## config.mk

```make
export PLATFORM = sky130hd
export DESIGN_NAME = truth_table_sweeper_flat
export DESIGN_NICKNAME = d
export VERILOG_FILES = /design/src/rtl/sweeper_pkg.sv /design/src/rtl/truth_table_sweeper_if.sv /design/src/rtl/btn_debounce.sv /design/src/rtl/truth_table_sweeper.sv /design/src/flat_wrapper.sv
export SDC_FILE = /design/constraint.sdc
export NUM_CORES = 1
export LEC_CHECK = 0
export ABC_CLOCK_PERIOD_IN_PS = 3600
export CAP_MARGIN = 20
export CORE_MARGIN = 2
export CORE_UTILIZATION = 55
export DETAILED_ROUTE_END_ITERATION = 10
export PLACE_DENSITY_LB_ADDON = 0.05
export SLEW_MARGIN = 20
export SYNTH_ARGS = -nofsm -noshare
export SYNTH_HDL_FRONTEND = slang
export SYNTH_SLANG_ARGS = --single-unit
```

## constraint.sdc

```tcl
create_clock -name clk -period 3.6 [get_ports clk]
set_input_delay 0.36 -clock clk [delete_from_list [all_inputs] [get_ports clk]]
set_output_delay 0.36 -clock clk [all_outputs]
set_load 0.05 [all_outputs]
```

## src/rtl/sweeper_pkg.sv

```systemverilog
// rtl/sweeper_pkg.sv - shared types and widths for the truth-table sweeper
// Contents: FSM state enum, vector/counter widths, last-vector helper.
package sweeper_pkg;

  localparam int VEC_W   = 4;
  localparam int NUM_VEC = 16;
  localparam int CNT_W   = 5;

  typedef enum logic [2:0] {
    IDLE   = 3'd0,
    SETTLE = 3'd1,
    SAMPLE = 3'd2,
    WAIT   = 3'd3,
    DONE   = 3'd4
  } state_t;

  function automatic logic is_last(input logic [VEC_W-1:0] v);
    return v == VEC_W'(NUM_VEC - 1);
  endfunction

endpackage

```

## src/rtl/truth_table_sweeper_if.sv

```systemverilog
// rtl/truth_table_sweeper_if.sv - link between the sweeper and the function under test
// Signals: vec (applied input vector {d,c,b,a}), f_pre / f_post (outputs A and B of the function).
// Modports: master = sweeper side (drives vec), slave = function side (drives f_pre/f_post).
interface truth_table_sweeper_if;
  import sweeper_pkg::*;

  logic [VEC_W-1:0] vec;
  logic             f_pre;
  logic             f_post;

  modport master (output vec, input f_pre, input f_post);
  modport slave  (input vec, output f_pre, output f_post);

endinterface

```

## src/rtl/btn_debounce.sv

```systemverilog
// rtl/btn_debounce.sv - 2-flop synchronizer, debouncer and rising-edge pulse for one push button
// Ports: clk, rst_n (async active-low), btn_raw (raw button), btn_pulse (1-cycle pulse on debounced rise).
module btn_debounce #(
  parameter int DEB_CYC = 1_000_000
) (
  input  logic clk,
  input  logic rst_n,
  input  logic btn_raw,
  output logic btn_pulse
);

  localparam int CW = (DEB_CYC > 1) ? $clog2(DEB_CYC) : 1;
  localparam logic [CW-1:0] CNT_LAST = CW'(DEB_CYC - 1);

  logic          sync_1;
  logic          sync_2;
  logic          level;
  logic [CW-1:0] cnt;

  // cnt counts consecutive cycles the synchronized input differs from the
  // accepted level; any return to the accepted level restarts the window.
  always_ff @(posedge clk or negedge rst_n) begin
    if (!rst_n) begin
      sync_1    <= 1'b0;
      sync_2    <= 1'b0;
      level     <= 1'b0;
      cnt       <= '0;
      btn_pulse <= 1'b0;
    end else begin
      sync_1    <= btn_raw;
      sync_2    <= sync_1;
      btn_pulse <= 1'b0;
      if (sync_2 == level) begin
        cnt <= '0;
      end else if (cnt == CNT_LAST) begin
        level     <= sync_2;
        cnt       <= '0;
        btn_pulse <= sync_2;
      end else begin
        cnt <= cnt + CW'(1);
      end
    end
  end

endmodule

```

## src/rtl/truth_table_sweeper.sv

```systemverilog
// rtl/truth_table_sweeper.sv - walks all 16 input vectors of a function and compares its two outputs
// Ports: clk, rst_n (async active-low), btn_start / btn_step (raw buttons), mode_auto (1 = timed),
//        fut (master side: vec out, f_pre / f_post in), busy, done, mismatch, err_cnt, first_bad.
module truth_table_sweeper
  import sweeper_pkg::*;
#(
  parameter int SETTLE_CYC = 4,
  parameter int DWELL_CYC  = 50_000_000,
  parameter int DEB_CYC    = 1_000_000
) (
  input  logic                     clk,
  input  logic                     rst_n,
  input  logic                     btn_start,
  input  logic                     btn_step,
  input  logic                     mode_auto,
  truth_table_sweeper_if.master    fut,
  output logic                     busy,
  output logic                     done,
  output logic                     mismatch,
  output logic [CNT_W-1:0]         err_cnt,
  output logic [VEC_W-1:0]         first_bad
);

  // One timer serves both the settle and dwell intervals.
  localparam int TMR_MAX = (DWELL_CYC > SETTLE_CYC) ? DWELL_CYC : SETTLE_CYC;
  localparam int TW      = (TMR_MAX > 1) ? $clog2(TMR_MAX) : 1;
  localparam logic [TW-1:0] SETTLE_LAST = TW'(SETTLE_CYC - 1);
  localparam logic [TW-1:0] DWELL_LAST  = TW'(DWELL_CYC - 1);

  logic start_p;
  logic step_p;

  btn_debounce #(.DEB_CYC(DEB_CYC)) u_deb_start (
    .clk       (clk),
    .rst_n     (rst_n),
    .btn_raw   (btn_start),
    .btn_pulse (start_p)
  );

  btn_debounce #(.DEB_CYC(DEB_CYC)) u_deb_step (
    .clk       (clk),
    .rst_n     (rst_n),
    .btn_raw   (btn_step),
    .btn_pulse (step_p)
  );

  state_t           state_q, state_d;
  logic [TW-1:0]    tmr_q, tmr_d;
  logic [VEC_W-1:0] vec_q, vec_d;
  logic             auto_q, auto_d;
  logic             busy_d, done_d, mismatch_d;
  logic [CNT_W-1:0] err_cnt_d;
  logic [VEC_W-1:0] first_bad_d;
  logic             leave_wait;
  logic             differ;

  assign fut.vec = vec_q;
  assign differ  = fut.f_pre ^ fut.f_post;

  always_ff @(posedge clk or negedge rst_n) begin
    if (!rst_n) begin
      state_q   <= IDLE;
      tmr_q     <= '0;
      vec_q     <= '0;
      auto_q    <= 1'b0;
      busy      <= 1'b0;
      done      <= 1'b0;
      mismatch  <= 1'b0;
      err_cnt   <= '0;
      first_bad <= '0;
    end else begin
      state_q   <= state_d;
      tmr_q     <= tmr_d;
      vec_q     <= vec_d;
      auto_q    <= auto_d;
      busy      <= busy_d;
      done      <= done_d;
      mismatch  <= mismatch_d;
      err_cnt   <= err_cnt_d;
      first_bad <= first_bad_d;
    end
  end

  always_comb begin
    state_d     = state_q;
    tmr_d       = tmr_q;
    vec_d       = vec_q;
    auto_d      = auto_q;
    busy_d      = busy;
    done_d      = done;
    mismatch_d  = mismatch;
    err_cnt_d   = err_cnt;
    first_bad_d = first_bad;
    leave_wait  = 1'b0;

    unique case (state_q)
      IDLE: begin
        if (start_p) begin
          auto_d      = mode_auto;
          err_cnt_d   = '0;
          first_bad_d = '0;
          mismatch_d  = 1'b0;
          done_d      = 1'b0;
          vec_d       = '0;
          busy_d      = 1'b1;
          tmr_d       = '0;
          state_d     = SETTLE;
        end
      end

      SETTLE: begin
        if (tmr_q == SETTLE_LAST) begin
          tmr_d   = '0;
          state_d = SAMPLE;
        end else begin
          tmr_d = tmr_q + TW'(1);
        end
      end

      SAMPLE: begin
        mismatch_d = differ;
        if (differ) begin
          // One increment per vector, so the count tops out at 16 on its own.
          err_cnt_d = err_cnt + CNT_W'(1);
          if (err_cnt == '0) first_bad_d = vec_q;
        end
        tmr_d   = '0;
        state_d = WAIT;
      end

      WAIT: begin
        // Dwell is measured from entry to WAIT; manual mode ignores the timer.
        if (auto_q) begin
          leave_wait = (tmr_q == DWELL_LAST);
          if (!leave_wait) tmr_d = tmr_q + TW'(1);
        end else begin
          leave_wait = step_p;
        end
        if (leave_wait) begin
          tmr_d = '0;
          if (is_last(vec_q)) begin
            state_d = DONE;
          end else begin
            vec_d   = vec_q + VEC_W'(1);
            state_d = SETTLE;
          end
        end
      end

      DONE: begin
        busy_d  = 1'b0;
        done_d  = 1'b1;
        state_d = IDLE;
      end

      default: state_d = IDLE;
    endcase
  end

endmodule

```

## src/flat_wrapper.sv

```systemverilog
// flat-port wrapper written by rule: the top's interface ports become plain ports
module truth_table_sweeper_flat import sweeper_pkg::*;
#(
  parameter int SETTLE_CYC = 4,
  parameter int DWELL_CYC  = 50_000_000,
  parameter int DEB_CYC    = 1_000_000
)
  (clk, rst_n, btn_start, btn_step, mode_auto, busy, done, mismatch, err_cnt, first_bad, fut_vec, fut_f_pre, fut_f_post);
  truth_table_sweeper_if fut_i ();
  input  logic clk;
  input  logic rst_n;
  input  logic btn_start;
  input  logic btn_step;
  input  logic mode_auto;
  output logic busy;
  output logic done;
  output logic mismatch;
  output logic [CNT_W-1:0] err_cnt;
  output logic [VEC_W-1:0] first_bad;
  output wire logic [$bits(fut_i.vec)-1:0] fut_vec;
  input wire logic [$bits(fut_i.f_pre)-1:0] fut_f_pre;
  input wire logic [$bits(fut_i.f_post)-1:0] fut_f_post;
  assign fut_vec = fut_i.vec;
  assign fut_i.f_pre = fut_f_pre;
  assign fut_i.f_post = fut_f_post;
  truth_table_sweeper #(.SETTLE_CYC(SETTLE_CYC), .DWELL_CYC(DWELL_CYC), .DEB_CYC(DEB_CYC)) u_core (.clk(clk), .rst_n(rst_n), .btn_start(btn_start), .btn_step(btn_step), .mode_auto(mode_auto), .fut(fut_i), .busy(busy), .done(done), .mismatch(mismatch), .err_cnt(err_cnt), .first_bad(first_bad));
endmodule
```

==> out/results.ini, run 1 <==
[yosys]
synth_ff_type = dfrtp_1
synth_top_area_share_pct = 49.2
ys_ff_latch = 94
synthArstFlopShare_pct = 100
synth-seq-area-share_pct = 49.2
ys_top_cells_by_area = dfrtp_1, nor2_1, xnor2_1
yosysTopAreaCell = dfrtp_1
postSynthCellCount = 502
syn_nets = 515
avgSynthCellArea_um2 = 9.53
syn-cell-area_um2 = 4790
synth-edff-count = 0
ys_types = 53
yosys_warnings = 0

[floorplanning]
pin_count = 23
die_x_um = 97.3
row_count = 34
start_util_pct = 55.7
dieArea_um2 = 9460
core_area_um2 = 8590
die_h_um = 97.3

[run_status]
status = finished clean

[global_routing]
grt_pass1_wl_um = 16700
grt_max_degree = 74
first_global_vias = 3605
antenna_found_initial = 0
grt_use_total_pct = 21.3
grt-ovfl-total = 0

[power]
p_leak_nw = 2.16
swShare_pct = 22.1
clkPwrFrac_pct = 42.8
power_density_nw_per_um2 = 375
switchingPower_w = 0.000440
power.internal_w = 0.00155
combPwrFrac_pct = 3.2
irDropWorstVdd_mv = 0.233
seq_power_share_pct = 53.9

[setup_path]
crit_arrival_ns = 2.87
critPathRequiredTime_ns = 3.84
timing.rr.end = u_core.tmr_q[8]
path_class = reg2reg
startpoint_type = flip-flop
rrSetupSlack_ns = 0.97
cp_max_fo = 22
reg2reg_depth = 6
timing.rr.start = u_core.state_q[2]
critPathCaptureType = flip-flop

[timing]
clock_skew_ns = 0.0129
max_freq_mhz = 381
relSlewSlack_pct = 38.9
rsz0062_at_grt = false
setup_tns_ns = 0
fin_crit_sh_pct = 73.0
setup_viol = 0
drv_slew = 0
hold_viol_final = 0
setup_ws_ns = 0.973
min_period_ns = 2.63
tightestPinTransition_ns = 0.917

[cells_and_area]
final_core_util_pct = 61.8
area_delta_synth_final_pct = 10.9
drive_gt1_share_pct = 7.25
diodes = 0
nets = 532

[clocking]
clock_sinks = 94
clk_latency_ns = 0.36
post-cts-setup-buffers = 0
cts_inserted_buffers = 9
cts_resized = 0
clock_path_buffers = 2
cts_tree = built
cts.reportedPaths.clkPinSlew_ns = 0.10
h-tree-depth = 3
cts-root-buf = clkbuf_8
cts_hold_buffers = 0

[detailed_routing]
via_per_inst = 5.81
wl_um = 9250
drt-initial-drc-count = 161
via_count = 3673
firstDrtPassIters = 4
ant_nets = 0
drc = 0
wl_per_cell_um = 14.6

[placement]
hpwl_um = 6210
place_ws_ns = 0.936
port_buffers = 22
gp_congestion = 0.810

[hold_path]
min_path_type = in2async

[run]
cap_violations = 0

## power by group through the flow
stage          logic [W]  clock network, W  registers [W]
2_1_floorplan  0.0000220                 0        0.00110
6_report       0.0000641          0.000853        0.00107
5_1_grt        0.0000737          0.000913        0.00108
3_5_place_dp   0.0000666                 0        0.00109
3_3_place_gp   0.0000658                 0        0.00109
4_1_cts        0.0000669          0.000875        0.00107
## layout by cell type (no fill, tap or decap), types with 3 or more instances in the layout
cell type        netlist  final
buf_4                  2      4
and4_1                 3      3
nand3_1               38     38
o31ai_1               15     15
clkdlybuf4s50_1        0     21
nor2_1                62     62
inv_1                 21     21
a31oi_1                8      8
dfrtp_1               94     94
a2bb2oi_2              6      6
a21oi_1               14     14
and2_1                 9      9
o21ai_0               17     17
nand2_1               48     48
nand4_1               11     11
nor3_1                12     12
o22ai_1                3      3
bufinv_16              0      3
clkbuf_8               0      9
xor2_1                17     17
nand2b_1               6      6
ha_1                   6      6
mux2_2                 3      3
and3_1                15     15
nor4_1                10     10
or3_1                  7      7
xnor2_1               23     23
## cells in the mapped netlist (all sizes together) (6+ instances only)
master    n
nor3     13
dfrtp    94
a2bb2oi   6
nand2    48
nor4     10
xnor2    23
a21oi    14
nand4    11
xor2     17
and3     15
or3       7
o31ai    16
inv      21
nand3    38
buf      13
and2      9
nand2b    6
a31oi     8
clkbuf    6
o21ai    19
nor2     62
ha        6
## worst max-delay path, stage by stage, from the launching register on
cell and delay (ns):
dfrtp_1 0.52, nand3b_1 0.33, a21oi_1 0.18, a21bo_2 0.28, o32ai_2 0.15, nand2_1 0.52
o311ai_0 0.53
## per-layer routing
| metal | up-vias | track usage [%] | wire length [um] |
|---|---|---|---|
| met5 | - | 0 | 0 |
| li1 | 1810 | - | - |
| met1 | 1782 | 29.7 | 4400 |
| met2 | 68 | 33.3 | 4330 |
| met3 | 13 | 3.53 | 339 |
| met4 | 0 | 8.97 | 174 |
## flip-flops by register name, indices dropped and copies added, names as in the netlist
register and count:
u_core.u_deb_step.sync_1 1, u_core.fut.vec 4, u_core.auto_q 1, u_core.u_deb_start.sync_2 1, u_core.busy 1, u_core.u_deb_step.sync_2 1
u_core.state_q 3, u_core.u_deb_start.level 1, u_core.u_deb_step.level 1, u_core.first_bad 4, u_core.u_deb_step.btn_pulse 1, u_core.u_deb_start.sync_1 1
u_core.u_deb_step.cnt 20, u_core.done 1, u_core.err_cnt 5, u_core.u_deb_start.btn_pulse 1, u_core.tmr_q 26, u_core.u_deb_start.cnt 20
u_core.mismatch 1
## per-stage QoR
step           hold WS, ns  area (um^2)  total power, W  instances
3_3_place_gp         0.336         5060         0.00116        616
3_5_place_dp         0.336         5060         0.00116        616
4_1_cts              0.153         5310         0.00202        632
6_report             0.101         5310         0.00199        632
2_1_floorplan       0.0644         4790         0.00112        502
5_1_grt              0.184         5310         0.00206        632
## cell families (layout without fill, tap and decap cells)
logic type	after synthesis	in the layout	share of synthesized area [%]
adders and majority gates	6	6	1.57
xor gates and xnor gates	40	40	7.32
DFF	94	94	49.2
AOI/OAI and AO/OA	79	79	12.2
muxes	4	4	0.915
and+or+nand+nor	239	239	25.2
buffers and inverters	40	62	3.71
## area by class of cell
cell class              instances  area [um^2]
fillers                       730         3290
flip-flops and latches         94         2350
multi-input cells             368         2260
repair buffers                 25          240
well taps                     108          135
clock buffers                   9          124
clock inverters                 7          120
inverters                      21         78.8
## worst max-delay path by stage
| stage | to | slack [ns] | cells past startpoint | start |
|---|---|---|---|---|
| final | u_core.tmr_q[8] | 0.97 | 6 | u_core.state_q[2] |
| after global routing | u_core.tmr_q[8] | 0.74 | 6 | u_core.state_q[2] |
| after CTS | u_core.tmr_q[8] | 0.94 | 6 | u_core.state_q[2] |
| after detailed placement | u_core.tmr_q[8] | 0.94 | 6 | u_core.state_q[2] |
| after global placement | u_core.tmr_q[8] | 1.04 | 6 | u_core.state_q[2] |
| after floorplan | u_core.tmr_q[21] | 1.58 | 8 | u_core.tmr_q[0] |
(Power assumes the default switching activity.)
==> run 2: changes to the inputs <==
--- a/config.mk
+++ b/config.mk
@@ -5,10 +5,10 @@
 export SDC_FILE = /design/constraint.sdc
 export NUM_CORES = 1
 export LEC_CHECK = 0
-export ABC_CLOCK_PERIOD_IN_PS = 3600
+export ABC_CLOCK_PERIOD_IN_PS = 2400
 export CAP_MARGIN = 20
 export CORE_MARGIN = 2
-export CORE_UTILIZATION = 55
+export CORE_UTILIZATION = 54
 export DETAILED_ROUTE_END_ITERATION = 10
 export PLACE_DENSITY_LB_ADDON = 0.05
 export SLEW_MARGIN = 20
==> constraint.sdc (replaced) <==
create_clock -name clk -period 2.4 [get_ports clk]
set_input_delay 0.24 -clock clk [delete_from_list [all_inputs] [get_ports clk]]
set_output_delay 0.24 -clock clk [all_outputs]
set_load 0.05 [all_outputs]
==> out/results.ini, run 2 (synthesis results as in run 1) <==
[hold_path]
min_path_type = in2reg

[placement]
gp_congestion = 0.816
hpwl_um = 6630
port_buffers = 22
place_area_um2 = 5150

[setup_path]
startpoint_type = flip-flop
path_class = reg2reg
critPathRequiredTime_ns = 2.64
critPathCaptureType = flip-flop
crit_arrival_ns = 2.45
cp_max_fo = 10

[global_routing]
grt-ovfl-total = 0
grt.busiest_layer = met2
use_met1_pct = 29.3
antenna_found_initial = 0
grt_pass1_wl_um = 17000
met2_usage_pct = 35.3
first_global_vias = 3679
grtUsageMet3_pct = 3.72
grt_use_total_pct = 21.4
grt_max_degree = 49

[floorplanning]
start_util_pct = 55.1
pin_count = 23
die_h_um = 98.1
row_count = 34
core_area_um2 = 8680
dieArea_um2 = 9630
die_x_um = 98.1

[power]
p_leak_nw = 2.21
switchingPower_w = 0.000638
seq_power_share_pct = 57.8
irDropWorstVdd_mv = 0.308
combPwrFrac_pct = 3.7
power_density_nw_per_um2 = 518
swShare_pct = 22.9
power.internal_w = 0.00215
clkPwrFrac_pct = 38.4

[clocking]
cts_inserted_buffers = 9
cts.reportedPaths.clkPinSlew_ns = 0.09
clock_path_buffers = 2
clock_sinks = 94
post-cts-setup-buffers = 0
cts-root-buf = clkbuf_8
h-tree-depth = 3
clk_latency_ns = 0.36
cts_tree = built

[timing]
setup_tns_ns = 0
tightestPinTransition_ns = 0.618
max_freq_mhz = 453
hold_viol_final = 0
fin_crit_sh_pct = 92.1
setup_viol = 0
rsz0062_at_grt = false
relSlewSlack_pct = 58.8
min_period_ns = 2.21
drv_slew = 0
clock_skew_ns = 0.0119

[cells_and_area]
final_area_um2 = 5380
final_cell_mix = dfrtp_1, nor2_1, nand2_1
diodes = 0
largestRegisters = u_core.tmr_q: 26 flops, u_core.u_deb_start.cnt: 20 flops, u_core.u_deb_step.cnt: 20 flops
area_delta_synth_final_pct = 12.4
nets = 542
top_register = u_core.tmr_q
largest_reg_flops = 26
drive_gt1_share_pct = 8.80
final_common_cell = dfrtp_1

[detailed_routing]
drc = 0
via_count = 3667
via_per_inst = 5.71
wl_per_cell_um = 15.1
drt-initial-drc-count = 191
wl_um = 9690
ant_nets = 0
firstDrtPassIters = 4

[run_status]
status = finished clean

[run]
cap_violations = 0

[run 2: changes by cell type in the layout (fill, tap and decap cells not counted), sizes merged]
| cell | before | now |
|---|---|---|
| buf | 4 | 13 |
| bufinv | 3 | 1 |
| clkbuf | 9 | 11 |
| clkinv | 1 | 3 |
| clkinvlp | 1 | 0 |
| dlygate4sd3 | 0 | 1 |
| inv | 23 | 22 |
[run 2: repair_timing]
action | in CTS | in global routing
setup endpoints to repair | 0 | 4
hold endpoints to repair | 46 | 0
hold buffers | 1 | 0
resized for setup | 0 | 2
[run 2: stage by stage]
stage               instances  setup WS (ns)  utilization (%)  hold WS [ns]  total power, W
floorplan                 502          0.384                -       -0.0556         0.00169
global placement          625          0.210             59.4         0.297         0.00175
detailed placement        625          0.146             59.4         0.303         0.00175
CTS                       642          0.144             61.8         0.298         0.00282
global route              642        0.00998             62.0         0.307         0.00289
finish                    642          0.190             62.0         0.308         0.00278
[run 2: layout make-up]
class	count	area (um^2)
clock buffers	11	141
clock inverters	5	57.6
fillers	742	3300
inverters	21	78.8
multi-input cells	368	2270
flip-flops and latches	94	2350
well taps	108	135
repair buffers	35	343
[run 2: worst max-delay path: stages (launching register included)]
cell,delay (ns)
dfrtp_1,0.39
ha_1,0.24
nand2b_1,0.10
or4b_4,0.52
nor3_4,0.25
o31ai_2,0.10
buf_4,0.18
o221ai_1,0.19
o41ai_1,0.11
[run 2: path summary, 6_finish.rpt]
check                                    startpoint                         to  slack, ns  depth (start not counted)
max in group asynchronous                     rst_n  u_core.u_deb_step.cnt[16]       1.31                          3
setup reg to reg                    u_core.tmr_q[0]           u_core.tmr_q[23]       0.19                          8
setup / recovery                    u_core.tmr_q[0]           u_core.tmr_q[23]       0.19                          8
hold / removal                             btn_step   u_core.u_deb_step.sync_1       0.31                          1
min in group asynchronous                     rst_n          u_core.err_cnt[0]       0.44                          2
hold reg to reg            u_core.u_deb_step.sync_1   u_core.u_deb_step.sync_2       0.36                          0
[run 2: per-layer routing]
metal / share of wire [%] / routed length (um)
met5: 0 / 0
met3: 2.6 / 255
met1: 49 / 4730
met4: 1.2 / 121
met2: 47 / 4580
[run 2: power groups by stage]
stage	logic, W	registers, W	clock network, W
global placement	0.000104	0.00164	0
finish	0.000104	0.00161	0.00107
floorplan	0.0000330	0.00165	0
global route	0.000118	0.00161	0.00116
CTS	0.000108	0.00161	0.00110
detailed placement	0.000106	0.00164	0
==> run 3: changes to the inputs <==
--- a/config.mk
+++ b/config.mk
@@ -7,8 +7,10 @@
 export LEC_CHECK = 0
 export ABC_CLOCK_PERIOD_IN_PS = 2400
 export CAP_MARGIN = 20
+export CELL_PAD_IN_SITES_DETAIL_PLACEMENT = 1
+export CELL_PAD_IN_SITES_GLOBAL_PLACEMENT = 1
 export CORE_MARGIN = 2
-export CORE_UTILIZATION = 54
+export CORE_UTILIZATION = 43
 export DETAILED_ROUTE_END_ITERATION = 10
 export PLACE_DENSITY_LB_ADDON = 0.05
 export SLEW_MARGIN = 20
==> out/results.ini, run 3 (synthesis results as in run 1) <==
[timing]
hold_slack_ns = 0.289
hold_viol_final = 0
tightestPinTransition_ns = 0.566
relSlewSlack_pct = 62.2
drv_slew = 0
max_freq_mhz = 442
fin_crit_sh_pct = 94.2
min_period_ns = 2.26
clock_skew_ns = 0.0124
rsz0062_at_grt = false
setup_viol = 0
setup_tns_ns = 0

[global_routing]
grt_max_degree = 55
grt-ovfl-total = 0
antenna_found_initial = 0
grt_pass1_wl_um = 18700
grt_use_total_pct = 19.9
first_global_vias = 3916

[clocking]
cts_resized = 0
clock_sinks = 94
cts_inserted_buffers = 9
cts_tree = built
h-tree-depth = 3
cts.reportedPaths.clkPinSlew_ns = 0.10
clock_path_buffers = 2
cts-root-buf = clkbuf_8
clk_latency_ns = 0.38

[power]
power_density_nw_per_um2 = 520
irDropWorstVdd_mv = 0.360
p_leak_nw = 2.20

[run]
cap_violations = 0

[cells_and_area]
top_register = u_core.tmr_q
largest_reg_flops = 26
fill_cells = 1240
drive_gt1_share_pct = 8.80
diodes = 0
final_cell_mix = dfrtp_1, nor2_1, nand2_1
largestRegisters = u_core.tmr_q: 26 flops, u_core.u_deb_start.cnt: 20 flops, u_core.u_deb_step.cnt: 20 flops
area_delta_synth_final_pct = 13.3
nets = 542
final_common_cell = dfrtp_1

[hold_path]
min_path_type = in2reg

[run_status]
status = finished clean

[setup_path]
cp_max_fo = 11
rrSetupSlack_ns = 0.14
critPathCaptureType = flip-flop
crit_arrival_ns = 2.54
critPathRequiredTime_ns = 2.67
startpoint_type = flip-flop
path_class = reg2reg

[floorplanning]
core_area_um2 = 10800
die_x_um = 110
pin_count = 23
start_util_pct = 44.1
row_count = 38
dieArea_um2 = 12000
die_h_um = 110

[placement]
hpwl_um = 7540
port_buffers = 22
gp_congestion = 0.797

[detailed_routing]
via_count = 3742
via_per_inst = 5.55
ant_nets = 0
drt-initial-drc-count = 129
firstDrtPassIters = 4
wl_per_cell_um = 16.1
wl_um = 10800
drc = 0

==> run 3: area by class of cell <==
class	count	area [um^2]	area share, %
inverter	21	78.8	1.45
clock buffer	9	124	2.28
timing repair buffer	35	355	6.55
clock inverter	7	80.1	1.48
sequential	94	2350	43.4
tap	140	175	3.23
multi-input combinational	368	2260	41.6
==> run 3: path summary, 6_finish.rpt <==
check	from	to	depth (start not counted)
max in group asynchronous	rst_n	u_core.u_deb_step.cnt[17]	3
max	u_core.tmr_q[0]	u_core.tmr_q[3]	7
min	btn_step	u_core.u_deb_step.sync_1	1
min reg2reg	u_core.u_deb_start.sync_1	u_core.u_deb_start.sync_2	0
max reg2reg	u_core.tmr_q[0]	u_core.tmr_q[3]	7
min in group asynchronous	rst_n	u_core.err_cnt[1]	2
==> run 3: through the flow <==
stage | area (um^2) | power (W) | std cells | utilization [%] | worst slack [ns]
after global routing | 5420 | 0.00295 | 674 | 50.0 | 0.0228
final | 5420 | 0.00282 | 674 | 50.0 | 0.139
after CTS | 5420 | 0.00288 | 674 | 50.0 | 0.117
after global placement | 5210 | 0.00175 | 657 | 48.0 | 0.209
after floorplan | 4790 | 0.00169 | 502 | - | 0.384
after detailed placement | 5210 | 0.00175 | 657 | 48.0 | 0.134
==> run 3: what timing repair did <==
item	in CTS	in global routing
hold buffers	1	0
endpoints found under the hold margin	40	0
setup buffers	0	0
==> run 3: critical path: stages, from the launching register on <==
cell       delay [ns]
dfrtp_1          0.40
ha_1             0.25
nand2b_1         0.09
or4b_4           0.51
nor3_4           0.24
o31a_2           0.37
o21ai_0          0.15
o2bb2ai_1        0.15
==> run 3: power by group <==
group | switching (W) | total [W] | leakage [nW] | internal [W]
sequential | 0.0000139 | 0.00161 | 1.29 | 0.00160
clock | 0.000611 | 0.00110 | 0.0964 | 0.000492
combinational | 0.0000687 | 0.000106 | 0.817 | 0.0000377
==> run 3: metal layers <==
metal	track usage, %	vias up	wire length (um)	share of wire (%)
met1	25.7	1864	5250	48
met3	3.56	13	253	2.3
met4	7.32	0	167	1.5
met5	0	-	0	0
li1	-	1826	-	-
met2	33.4	39	5160	48
